--- src/rtl/timer_irq_pkg.sv ---
// Timer interrupt controller shared definitions: TIFR/TIMSK bit map,
// vector word offsets and controller FSM states.
package timer_irq_pkg;

    localparam int unsigned TOV0_BIT  = 0;
    localparam int unsigned OCF0_BIT  = 1;
    localparam int unsigned TOV1_BIT  = 2;
    localparam int unsigned OCF1B_BIT = 3;
    localparam int unsigned OCF1A_BIT = 4;
    localparam int unsigned ICF1_BIT  = 5;
    localparam int unsigned TOV2_BIT  = 6;
    localparam int unsigned OCF2_BIT  = 7;

    localparam logic [7:0] VEC_OCF2  = 8'h08;
    localparam logic [7:0] VEC_TOV2  = 8'h0A;
    localparam logic [7:0] VEC_ICF1  = 8'h0C;
    localparam logic [7:0] VEC_OCF1A = 8'h0E;
    localparam logic [7:0] VEC_OCF1B = 8'h10;
    localparam logic [7:0] VEC_TOV1  = 8'h12;
    localparam logic [7:0] VEC_OCF0  = 8'h14;
    localparam logic [7:0] VEC_TOV0  = 8'h16;

    typedef enum logic [1:0] {
        ST_IDLE    = 2'd0,
        ST_REQ     = 2'd1,
        ST_SERVICE = 2'd2
    } irq_state_t;

endpackage

--- src/rtl/irq_priority_encoder.sv ---
// Fixed-priority selector for timer interrupt sources (bit7 wins);
// purely combinational, returns one-hot winner and its vector address.
module irq_priority_encoder
    import timer_irq_pkg::*;
#(
    parameter logic [7:0] VECTOR_BASE = 8'h00
) (
    input  logic [7:0] pending_i,
    output logic       valid_o,
    output logic [7:0] onehot_o,
    output logic [7:0] vector_o
);

    always_comb begin
        valid_o  = |pending_i;
        onehot_o = '0;
        vector_o = '0;
        priority case (1'b1)
            pending_i[OCF2_BIT]: begin
                onehot_o[OCF2_BIT] = 1'b1;
                vector_o = VECTOR_BASE + VEC_OCF2;
            end
            pending_i[TOV2_BIT]: begin
                onehot_o[TOV2_BIT] = 1'b1;
                vector_o = VECTOR_BASE + VEC_TOV2;
            end
            pending_i[ICF1_BIT]: begin
                onehot_o[ICF1_BIT] = 1'b1;
                vector_o = VECTOR_BASE + VEC_ICF1;
            end
            pending_i[OCF1A_BIT]: begin
                onehot_o[OCF1A_BIT] = 1'b1;
                vector_o = VECTOR_BASE + VEC_OCF1A;
            end
            pending_i[OCF1B_BIT]: begin
                onehot_o[OCF1B_BIT] = 1'b1;
                vector_o = VECTOR_BASE + VEC_OCF1B;
            end
            pending_i[TOV1_BIT]: begin
                onehot_o[TOV1_BIT] = 1'b1;
                vector_o = VECTOR_BASE + VEC_TOV1;
            end
            pending_i[OCF0_BIT]: begin
                onehot_o[OCF0_BIT] = 1'b1;
                vector_o = VECTOR_BASE + VEC_OCF0;
            end
            pending_i[TOV0_BIT]: begin
                onehot_o[TOV0_BIT] = 1'b1;
                vector_o = VECTOR_BASE + VEC_TOV0;
            end
            default: ;
        endcase
    end

endmodule

--- src/rtl/timer_irq_controller.sv ---
// Timer interrupt request/service sequencer (IDLE -> REQ -> SERVICE).
// Define TIMER_IRQ_AUTOCLEAR_EN to emit a TIFR clear strobe on acknowledge.
module timer_irq_controller
    import timer_irq_pkg::*;
#(
    parameter logic [7:0] VECTOR_BASE = 8'h00
) (
    input  logic       sysClock,
    input  logic       system_reset,
    input  logic [7:0] TIFR_in,
    input  logic [7:0] TIMSK_in,
    input  logic       global_int_enable,
    input  logic       cpu_ack,
    input  logic       reti_done,
    output logic       irq_req,
    output logic [7:0] irq_vector,
    output logic       TIFR_clear_enable,
    output logic [7:0] TIFR_clear_mask,
    output logic       busy
);

    logic [7:0] pending;
    logic       enc_valid;
    logic [7:0] enc_onehot;
    logic [7:0] enc_vector;

    irq_state_t state_q, state_d;
    logic [7:0] vec_q, vec_d;
    logic [7:0] bit_q, bit_d;
    logic       take;

    assign pending = TIFR_in & TIMSK_in & {8{global_int_enable}};

    irq_priority_encoder #(
        .VECTOR_BASE(VECTOR_BASE)
    ) u_prio (
        .pending_i(pending),
        .valid_o  (enc_valid),
        .onehot_o (enc_onehot),
        .vector_o (enc_vector)
    );

    // Losing pending in REQ beats a simultaneous ack: nothing is serviced.
    always_comb begin
        state_d = state_q;
        vec_d   = vec_q;
        bit_d   = bit_q;
        take    = 1'b0;
        unique case (state_q)
            ST_IDLE: begin
                vec_d = '0;
                if (enc_valid) begin
                    state_d = ST_REQ;
                    vec_d   = enc_vector;
                end
            end
            ST_REQ: begin
                if (!enc_valid) begin
                    state_d = ST_IDLE;
                    vec_d   = '0;
                    bit_d   = '0;
                end else if (cpu_ack) begin
                    state_d = ST_SERVICE;
                    vec_d   = enc_vector;
                    bit_d   = enc_onehot;
                    take    = 1'b1;
                end else begin
                    vec_d   = enc_vector;
                end
            end
            ST_SERVICE: begin
                if (reti_done) begin
                    state_d = ST_IDLE;
                    vec_d   = '0;
                    bit_d   = '0;
                end
            end
            default: begin
                state_d = ST_IDLE;
                vec_d   = '0;
                bit_d   = '0;
            end
        endcase
    end

    always_ff @(posedge sysClock or posedge system_reset) begin
        if (system_reset) begin
            state_q <= ST_IDLE;
            vec_q   <= '0;
            bit_q   <= '0;
        end else begin
            state_q <= state_d;
            vec_q   <= vec_d;
            bit_q   <= bit_d;
        end
    end

    assign irq_req    = (state_q == ST_REQ);
    assign busy       = (state_q == ST_SERVICE);
    assign irq_vector = vec_q;

`ifdef TIMER_IRQ_AUTOCLEAR_EN
    logic       clr_en_q;
    logic [7:0] clr_mask_q;

    always_ff @(posedge sysClock or posedge system_reset) begin
        if (system_reset) begin
            clr_en_q   <= 1'b0;
            clr_mask_q <= '0;
        end else begin
            clr_en_q   <= take;
            clr_mask_q <= take ? bit_d : 8'h00;
        end
    end

    assign TIFR_clear_enable = clr_en_q;
    assign TIFR_clear_mask   = clr_mask_q;
`else
    logic unused_take;

    assign unused_take       = take;
    assign TIFR_clear_enable = 1'b0;
    assign TIFR_clear_mask   = 8'h00;
`endif

endmodule
--- config.mk ---
export PLATFORM = sky130hd
export DESIGN_NAME = timer_irq_controller
export DESIGN_NICKNAME = d
export VERILOG_FILES = /design/src/rtl/timer_irq_pkg.sv /design/src/rtl/irq_priority_encoder.sv /design/src/rtl/timer_irq_controller.sv
export SDC_FILE = /design/constraint.sdc
export NUM_CORES = 1
export LEC_CHECK = 0
export CAP_MARGIN = 40
export CORE_MARGIN = 3
export CORE_UTILIZATION = 38
export DETAILED_ROUTE_END_ITERATION = 10
export GPL_ROUTABILITY_DRIVEN = 0
export MAX_ROUTING_LAYER = met4
export PLACE_DENSITY = 0.87
export SETUP_SLACK_MARGIN = 0.3
export SYNTH_ARGS = -nofsm -noshare
export SYNTH_HDL_FRONTEND = slang
export SYNTH_HIERARCHICAL = 1
export SYNTH_SLANG_ARGS = --single-unit
--- constraint.sdc ---
create_clock -name sysClock -period 1.2 [get_ports sysClock]
set_input_delay 0.3 -clock sysClock [delete_from_list [all_inputs] [get_ports sysClock]]
set_output_delay 0.3 -clock sysClock [all_outputs]
set_load 0.005 [all_outputs]
==> impl_summary.md, run 1 <==
Clocking
CTS built an H-tree with a depth of 1. CTS placed an instance of clkbuf_4 at the clock tree root. The total number of clock tree sinks is 10.

The total clock buffers created by CTS is 3. Counting along the longest clock path gives a buffer depth of 2. Clock-pin slew was measured on the worst setup and hold paths at around 80 ps. The clock tree from TritonCTS is yes. The clock latency at the later pin of the worst-skew pair is approximately 280 ps.

Status
The final reports fail on setup timing. The flow ran to the end, but the final reports show violations.

Finish
The signed area change from the synthesized netlist to the final layout is 95.8%. The layout filler cell count is between 80 and 90. The finished layout holds roughly 150 standard cells, fillers aside. The post-layout net count is 152. The commonest non-fill, non-tap cell in the layout is buf_4. The number of antenna diodes is 0.

In the final layout, the share of cells above drive strength 1 is 60.0%. The top cell types in the final layout, fill and taps aside, are 22 x buf_4, 14 x buf_2, 13 x conb_1.

Critical path
The maximum net fanout on the critical path is 2. Data on the critical path arrives at its endpoint at between 1000 and 1500 ps. At the worst endpoint, the required time is approximately 900 ps. In this design, the stage delay of the slowest critical-path cell is around 420 ps.

The critical path goes through buf_6 > nor2b_4 > buf_2. The category of the most critical setup path is flop to output port. On the critical path the largest part of the delay comes from flip-flops.

The critical path endpoint category is an output port. The slowest stage of the critical path is the dfrtp_1 cell. The worst setup path is launched from a flop. The critical path contains buffers and inverters numbering 2 combined.

Global route
In this run the most used layer during global routing was met2. The first global-routing pass estimated 3660 um of wire. The overall routing resource usage is approximately a quarter.

The number of global-route vias before repair is approximately 760. The fraction of met2 tracks used by global routing is between 40% and 50%. The initial antenna violation count is 0. The global-route track usage on met1 is between 20% and 30%.

The aggregate global routing overflow is 0. The met3 usage is about 6.8%. Entering global routing, the biggest net connects 11 pins.

Die
The die covers ~2300 um2. The die span in x is ~48 um. Row generation in the floorplan step produced 14 rows.

Pin placement for this block handled 40 I/O pins. For this configuration, the core starts out at a cell density of 42.1%. The area inside the core boundary is roughly 1600 um2. The vertical die dimension is around 48 um.

Placed design
In this run, placement finished with an instance count of 126. The wire-length estimate of the detail-placed layout is ~1400 um. Input and output buffers added on the ports amount to 30.

Route
After detailed routing, the number of vias per cell comes to 5.12. The total iterations of the first detailed-routing run is 4. For this block, the initial DRC count from the detailed router was 12. The count of nets left with antenna violations once routing finished came out at 0. After detailed routing, the average wire length per cell comes to around 17 um. The final routed DRC violation total is 0.

The final layout contains routed wiring with a total length of 2420 um. Detailed routing inserted a total of approximately 750 vias.

Worst hold path
The type of the tightest min-delay check is primary input to async pin.

Logic synthesis
The mapped netlist covers approximately 660 um2. After technology mapping, the gate count stands at 68. The per-instance average area after synthesis is between 9 and 10 um2.

The total of warnings raised by yosys is 6.

Timing
The number of max-slew violations in the final report is 0. Setup repair after global routing could not meet its margin everywhere. The time the worst path needs with I/O delays and setup is between 1000 and 1500 ps.

In the final timing run, aggregate negative setup slack is -727 ps. Setup violations remaining at the end of the flow were counted as 11. Timing would allow up to roughly 730 MHz. The fraction of the cycle the final worst path needs is 113%. Once routing completed, OpenROAD measured the worst setup slack at -161 ps. The hold violation count in the final report is 0.

The clock skew is around 0.5 ps.

Job
The number of max-cap violations is 0.

Power and ir drop
In this run the power density over the cells is ~1100 nW/um2. Across the VDD grid, the largest voltage drop is 0.00135 V. The leakage dissipation is between 0.6 and 0.7 nW. The overall power of the completed layout is 1.45 mW.
==> area by class of cell <==
type / count / area [um2] / share of cell area, %
Timing Repair Buffer: 62 / 509 / 39.7
Sequential cell: 10 / 250 / 19.5
Inverter: 5 / 18.8 / 1.46
Tap cell: 16 / 20.0 / 1.56
Multi-Input combinational cell: 49 / 449 / 35.0
Clock buffer: 4 / 36.3 / 2.83
==> registers in the layout, summed over array words and instances (netlist names) <==
| signal | cells |
|---|---|
| state_q | 2 |
| irq_vector | 8 |
==> where the power goes <==
group	switching, mW	leakage, nW	internal, mW	total [mW]
Sequential	0.0382	0.129	0.394	0.432
Clock	0.143	0.0210	0.185	0.328
Combinational	0.275	0.519	0.417	0.692
Total	0.457	0.669	0.996	1.45
==> final timing paths <==
check	slack [ps]	depth (start not counted)	startpoint	end
min in group sysClock	550	1	irq_vector[6]	irq_vector[6]
worst max-delay path	-160	3	state_q[1]	busy
worst min register to register	550	1	irq_vector[6]	irq_vector[6]
max in group asynchronous	640	2	system_reset	irq_vector[1]
worst max register to register	-60	6	state_q[0]	irq_vector[7]
worst min-delay path	300	2	system_reset	state_q[1]
==> routing by layer <==
layer / share of wire, % / vias up
met2: 52 / 27
li1: - / 352
met1: 42 / 363
met4: 1.5 / 0
met5: 0 / -
met3: 4.1 / 6
==> worst register-to-register path, cell delays in order (launching register included) <==
cell and delay [ps]:
dfrtp_1 400, buf_6 130, buf_4 120, buf_6 120, nor2_4 130, buf_6 130, a32o_2 160
==> stage by stage <==
stage / util [%] / setup WS [ps] / hold slack (ps) / area [um2]
CTS: 78.8 / -108 / 318 / 1230
global route: 82.3 / -189 / 312 / 1280
floorplan: - / -271 / 140 / 726
global placement: 67.3 / -752 / 506 / 1050
finish: 82.3 / -161 / 296 / 1280
detailed placement: 67.3 / -840 / 521 / 1050
==> what timing repair did <==
item | 4_1_cts | 5_1_grt
setup buffers | 10 | 6
hold buffers | 0 | 0
resized for setup | 115 | 4
pin swaps | 24 | 8
endpoints found under the setup margin | 20 | 20
(Power assumes the default switching activity.)
==> inputs of run 2 (changes only) <==
==> constraint.sdc (replaced) <==
create_clock -name sysClock -period 1.3 [get_ports sysClock]
set_input_delay 0.325 -clock sysClock [delete_from_list [all_inputs] [get_ports sysClock]]
set_output_delay 0.325 -clock sysClock [all_outputs]
set_load 0.005 [all_outputs]
==> run 2 against run 1 <==
Net effect: the run still ends with setup timing left; critical path depth is the same; setup slack gained 77 ps; critical path type unchanged; hold slack gained 34 ps; final cell count shrank 1.4%; global-route usage shrank 3.7 points; clock power shrank 8.8%; via count shrank 0.80%.
==> impl_summary.md, run 2 (synthesized netlist as in run 1, its figures left out) <==
Job
The number of max-cap violations is 0.

Power and ir drop
The part of the power in combinational logic is between 40% and 50%. The portion of total power attributed to sequential cells is a little under a third. The clock network is responsible for approximately a quarter of the overall power. The largest voltage drop on the vdd net is about 0.00080 V.

In this run the power density over the cells is roughly 1100 nW/um2. The switching power of the nets is 0.397 mW. The leakage dissipation is roughly 0.64 nW. Power comes to roughly 1.3 mW. Internal power comes to a little under 0.9 mW. The net switching fraction of the power is 31.3%.

Status
The flow ran to the end, but the final reports show violations. The checks that failed: setup timing.

Finish
The final non-filler cell total is 144. The net count of the finished layout is 150. The combined area of the multi-input logic cells is between 400 and 500 um2. The library cell used most frequently in the layout, excluding fill and tap cells, is buf_4. The number of antenna diodes is 0. The register with the most flip-flops in the layout has 8 of them.

The sequential cells in the finished layout cover a total of between 200 and 300 um2. With fillers left out, the area of the finished cells amounts to roughly 1200 um2. Relative to the synthesized area, the layout overhead comes to 84.0%.

Once layout is complete, the utilization of the core stands at around 77%. The layout filler cell count is about 100. Of the cells placed in the final design, the portion with a size suffix greater than 1 is 57.8%. The top cell types in the final layout, fill and taps aside, are 23 x buf_4, 15 x buf_2, 13 x conb_1.

Die
The die is 47.5 um tall. The floorplan step defined a die boundary enclosing around 2300 um2. In this run the core area contains 14 standard-cell rows. The number of top-level pins is 40. For this configuration, the core starts out at a cell density of a little over two fifths. The die span in x is 47.5 um. The core region is 1560 um2.

Clocking
The clock transition time at the flip-flop clock pins of the worst setup and hold paths is around 80 ps. Counting along the longest clock path gives a buffer depth of 2. The total number of clock tree sinks is 10. Clock latency on the worst-skew pair, taken at its later pin, is ~270 ps. The number of hold-repair buffers added at the cts stage is 0. The clock root buffer is clkbuf_4.

TritonCTS built the clock tree. CTS built an H-tree with a depth of 1. In this run, CTS created clock tree buffers numbering 3.

Critical path
Data on the critical path is required at its endpoint by between 900 and 1000 ps. The worst setup path is captured at an output port. The critical path in this run is classified as flop to output port.

Data on the critical path arrives at its endpoint at ~1100 ps. In this run the worst path has a maximum fanout of 2. The startpoint type of the worst setup path is a flop.

Timing
The number of max-slew violations in the final report is 0. The maximum operating frequency is a little over 700 MHz. The final setup violation count is 3. The worst hold slack is about 330 ps.

Setup repair after global routing could not meet its margin everywhere. Adding up every negative setup slack in the final design gives -155 ps. The worst path uses 106% of the clock period.

Between clock sinks in the finished design, the worst skew comes to between 0.7 and 0.8 ps. The setup slack after layout is -84.4 ps. The hold violation count in the final report is 0. The time the worst path needs with I/O delays and setup is approximately 1400 ps.

Route
The final routed DRC violation total is 0. The routed layout has between 700 and 800 vias. The final wirelength is approximately 2400 um.

In the final routed layout, each cell accounts on average for 16.8 um. Before antenna repair, the detailed router went through 4 iterations. The count of routing violations after the opening detailed-route iteration is 16.

The remaining antenna violation count after routing is 0. The detailed-route vias per instance is ~5.2.

Placed design
Timing analysis after detailed placement gives a worst setup slack of -776 ps. Buffers placed on the I/O ports in this run total 30. In this run the cell area measured after placement is between 1000 and 1500 um2.

The number of placed instances, taps included is around 130. The detailed-placement wirelength estimate is about 1500 um.

Global route
The number of global-route vias before repair is around 700. The initial antenna violation count is 0. Summed over all layers, the global routing overflow is 0.

The first-pass GRT wire length is around 3200 um. Entering global routing, the biggest net connects 11 pins. For this run, the total global-route usage over all layers was measured as about a fifth.

Worst hold path
The type of the tightest min-delay check is primary input to async pin.
run 2: cell types whose count changed in the layout (fill, tap and decap cells not counted), sizes merged:
| cell | change |
|---|---|
| buf | -2 |
| clkbuf | +2 |
| clkdlybuf4s15 | -1 |
| clkdlybuf4s50 | -1 |
run 2: timing repair:
item                                    in CTS  in global routing
resized for setup                          107                  8
endpoints found under the setup margin      20                 20
endpoints found under the hold margin        0                  0
pin swaps                                   18                  8
setup buffers                               10                  4
run 2: critical path, cell delays in order (launching register included):
cell and delay (ps):
dfrtp_1 420, buf_6 140, nor2b_1 120, buf_2 120
run 2: power by group through the flow:
| stage | Sequential, mW | Clock [mW] | Combinational (mW) |
|---|---|---|---|
| 3_5_place_dp | 0.406 | 0 | 0.423 |
| 4_1_cts | 0.390 | 0.305 | 0.502 |
| 6_report | 0.400 | 0.299 | 0.568 |
| 5_1_grt | 0.405 | 0.316 | 0.602 |
| 2_1_floorplan | 0.405 | 0 | 0.197 |
| 3_3_place_gp | 0.401 | 0 | 0.414 |
run 2: final cells by class:
class                           instances  area share, %
Sequential cell                        10           20.7
Inverter                                5           1.56
Multi-Input combinational cell         49           33.9
Tap cell                               16           1.66
Clock buffer                            4           3.01
Timing Repair Buffer                   60           39.1
run 2: final timing paths:
kind                                    start  slack (ps)  cells after the start            end
worst max-delay path               state_q[0]         -80                      3        irq_req
worst min-delay path             system_reset         330                      2  irq_vector[0]
worst max register to register     state_q[0]         150                      5  irq_vector[3]
worst min register to register  irq_vector[2]         540                      1  irq_vector[2]
max in group asynchronous        system_reset         700                      2     state_q[0]
min in group sysClock           irq_vector[2]         540                      1  irq_vector[2]
run 2: per-layer routing:
layer | vias up | GRT usage (%) | share of wire, %
met1 | 367 | 24.9 | 38
met3 | 6 | 1.50 | 3.8
met2 | 29 | 37.2 | 56
met5 | - | - | 0
met4 | 0 | 9.68 | 1.9
li1 | 340 | - | -
==> variant 1, RTL diff (config.mk and constraints of run 1) <==
Encoding of `irq_state_t`: now one-hot (3 bits for 3 states).
--- a/src/rtl/timer_irq_pkg.sv
+++ b/src/rtl/timer_irq_pkg.sv
@@ -20,10 +20,10 @@
     localparam logic [7:0] VEC_OCF0  = 8'h14;
     localparam logic [7:0] VEC_TOV0  = 8'h16;
 
-    typedef enum logic [1:0] {
-        ST_IDLE    = 2'd0,
-        ST_REQ     = 2'd1,
-        ST_SERVICE = 2'd2
+    typedef enum logic [2:0] {
+        ST_IDLE    = 3'b001,
+        ST_REQ     = 3'b010,
+        ST_SERVICE = 3'b100
     } irq_state_t;
 
 endpackage
Function: no difference found for any inputs over 10 cycles, from zero or initial values and one cycle with system_reset high; not proved beyond that.
==> variant 1 against run 1 <==
The run still ends with setup timing left. Largest cell class is now multi-input combinational cells. Power rose by 25%. Largest power group unchanged. Routed wire length fell by 0.99%. Critical path depth fell by 1. Cell area fell by 0.29%. Die area rose by 14%. Critical path type unchanged. Clock skew rose by 0.0011 ns. Fmax rose by 4.5%. Sequential cell count rose by 1. Global-route usage fell by 3.8 points. Utilization fell by 11 points. Setup slack improved by 0.058 ns. Area after synthesis rose by 16%.
==> variant 1: results (changes against run 1) <==
metric	value	unit	change
GRT Total Usage	21.31	%	was 25.08%
Crit path arrival time	1.00	ns	was 1.06 ns
CP delay by family, top	flip-flops		unchanged
clock insertion delay at the later pin of the skew report	0.26	ns	was 0.28 ns
slowest CP cell	dfstp_2		was dfrtp_1
Reg2Reg Setup Slack	-0.03	ns	was -0.06 ns
HPWL after DPL	1775	um	was 1431 um
# diodes	0		unchanged
failing checks	setup timing		unchanged
largest net degree at the start of global routing	12		was 11
Power Density	1421	mW/mm2	was 1131 mW/mm2
Reg2Reg Depth	4		was 6
Post-DP Area	0.001132	mm2	was 0.001050 mm2
P_leak	0.6369	nW	was 0.6691 nW
Filler Cell Count	144		was 81
FF-to-FF Start	state_q[0]		unchanged
endpoints failing setup	10		was 11
Max Cap Violations	0		unchanged
Inst Count DP	139		was 126
layout cells sized above 1	56.25	%	was 60.00%
status	finished with violations		unchanged
initial antenna violation count	0		unchanged
CTS root buf	clkbuf_4		unchanged
vias in the first global route	832		was 759
max FFs per register	8		unchanged
clock skew	0.001563	ns	was 0.0005122 ns
Final WS setup	-0.1026	ns	was -0.1609 ns
1st-iter DRT viols	14		was 12
Via density	5.026		was 5.123
FF-to-FF End	irq_vector[1]		was irq_vector[7]
mean post-synth cell area	10.18	um2	was 9.642 um2
crit-path max cell delay	0.56	ns	was 0.42 ns
H-tree levels	1		unchanged
Worst VDD drop	1.095	mV	was 1.346 mV
drt pass-1 iters	4		unchanged
Bufs on Longest Clock Path	2		unchanged
first-pass GRT wire length	4008	um	was 3657 um
wire length per cell	15.64	um	was 16.55 um
IO Port Bufs	30		unchanged
crit-path max FO	3		was 2
count of non-filler cells in the finished layout	153		was 146
## variant 1: worst max-delay path by stage
| stage | to | from | depth (start not counted) |
|---|---|---|---|
| after floorplan | irq_vector[1] | global_int_enable | 6 |
| after global placement | irq_vector[1] | global_int_enable | 6 |
| after detailed placement | irq_vector[1] | global_int_enable | 6 |
| after CTS | irq_req | state_q[0] | 2 |
| after global routing | irq_req | state_q[0] | 2 |
| final | busy | state_q[0] | 2 |
## variant 1: worst reg2reg max path, delay by kind of cell (launching register included)
kind | cells | cell delay, ns
compound gates | 1 | 0.22
simple gates | 1 | 0.05
buf+inv | 2 | 0.28
flops | 1 | 0.56
## variant 1: cell type report
cell class	instances	area share [%]
well taps	25	2.444
inverters	4	1.173
multi-input cells	55	38.81
repair buffers	54	33.92
clock buffers	4	2.053
flip-flops and latches	11	21.60
## variant 1: through the flow
step / power [mW] / TNS, ns / hold WS [ns] / setup slack (ns)
2_1_floorplan: 1.065 / -1.570 / 0.1517 / -0.3199
3_3_place_gp: 1.403 / -6.422 / 0.4793 / -0.8106
3_5_place_dp: 1.459 / -7.201 / 0.4847 / -0.8835
4_1_cts: 1.752 / -0.8805 / 0.3267 / -0.1089
5_1_grt: 1.937 / -0.7817 / 0.3583 / -0.1362
6_report: 1.818 / -0.3885 / 0.3202 / -0.1026
## variant 1: metal layers
layer / GRT usage [%] / routed length [um] / vias up
li1: - / - / 356
met1: 22.34 / 863 / 362
met2: 39.57 / 1286 / 38
met3: 2.624 / 136 / 13
met4: 9.865 / 106 / 0
met5: - / 0 / -
## variant 1: repair_timing
action | CTS | global route
gates resized for setup | 105 | 6
setup endpoints to repair | 21 | 21
pin swaps | 18 | 7
setup buffers | 7 | 3
## variant 1: where the power goes
part	internal, mW	switching, mW	total (mW)
registers	0.503	0.0832	0.586
clock network	0.128	0.115	0.243
logic	0.556	0.433	0.989
==> variant 2, RTL diff (settings of run 1) <==
Made on the original files. Add a define of `TIMER_IRQ_AUTOCLEAR_EN`.
--- a/src/rtl/timer_irq_controller.sv
+++ b/src/rtl/timer_irq_controller.sv
@@ -1,5 +1,7 @@
 // Timer interrupt request/service sequencer (IDLE -> REQ -> SERVICE).
 // Define TIMER_IRQ_AUTOCLEAR_EN to emit a TIFR clear strobe on acknowledge.
+`define TIMER_IRQ_AUTOCLEAR_EN
+
 module timer_irq_controller
     import timer_irq_pkg::*;
 #(
Behaviour: not the same (a bounded check fails within 4 cycles, from zero or initial values and one cycle with system_reset high).
==> variant 2 against run 1 <==
The run still ends with setup timing left. Cell area grew 25%. Setup slack lost 0.054 ns. Power grew 20%. Area after synthesis grew 43%. Sequential cell count grew 9. Routed wire length grew 6.0%. Combinational power shrank 2%. Via count grew 18%.
==> variant 2: results (changes against run 1) <==
metric	value	unit	change
status	finished with violations		unchanged
failing checks	setup timing		unchanged
dpl ws	-0.9233	ns	was -0.8402 ns
largest net degree at the start of global routing	20		was 11
# diodes	0		unchanged
Worst VDD drop	0.9845	mV	was 1.346 mV
routed wl met3	117	um	was 99 um
endpoints failing setup	21		was 11
mean post-synth cell area	11.04	um2	was 9.642 um2
IO Port Bufs	39		was 30
Fin Setup TNS	-2.508	ns	was -0.7271 ns
Final WS setup	-0.2148	ns	was -0.1609 ns
Inst Count DP	162		was 126
DR vias	884		was 748
Via density	4.804		was 5.123
Reg2Reg Setup Slack	-0.18	ns	was -0.06 ns
Synth top cells by count	19 x dfrtp_1, 9 x and2_1, 8 x a22o_1, 8 x and3_1, 5 x buf_4		
GRT Total Usage	16.95	%	was 25.08%
routed wl met2	1297	um	was 1266 um
layout cells sized above 1	58.33	%	was 60.00%
Net count, final	178		was 152
P_leak	0.8574	nW	was 0.6691 nW
Filler Cell Count	158		was 81
DRT met1 WL	1099	um	was 1015 um
worst hold margin	0.2978	ns	was 0.2962 ns
GR Util met2	28.89	%	was 42.51%
clk slew on worst S/H paths	0.12	ns	was 0.08 ns
Post-DP Area	0.001436	mm2	was 0.001050 mm2
FF-to-FF Start	state_q[1]		was state_q[0]
wire length per cell	13.92	um	was 16.55 um
clock insertion delay at the later pin of the skew report	0.30	ns	was 0.28 ns
vias in the first global route	878		was 759
FF-to-FF End	TIFR_clear_mask[7]		was irq_vector[7]
variant 2: what timing repair did:
action	CTS	global route
pin swaps	18	2
gates resized for setup	142	6
setup endpoints to repair	38	38
setup buffers	11	6
gates cloned	1	0
variant 2: logic make-up after synthesis:
logic type,after synthesis,synth area share (%)
flops,19,50.67
other cells,1,0.3996
compound gates,14,11.33
simple gates,38,27.87
buf+inv,13,9.733
variant 2: final cells by class:
| type | instances | area (um2) | area share, % |
|---|---|---|---|
| repair buffers | 72 | 551.8 | 34.43 |
| multi-input cells | 57 | 498.0 | 31.07 |
| flip-flops and latches | 19 | 475.5 | 29.66 |
| well taps | 28 | 35.03 | 2.186 |
| clock buffers | 3 | 22.52 | 1.405 |
| inverters | 4 | 15.01 | 0.9368 |
| clock inverters | 1 | 5.005 | 0.3123 |
variant 2: where the power goes:
group	internal (mW)	switching (mW)
Sequential	0.705	0.0381
Clock	0.124	0.197
Combinational	0.419	0.256
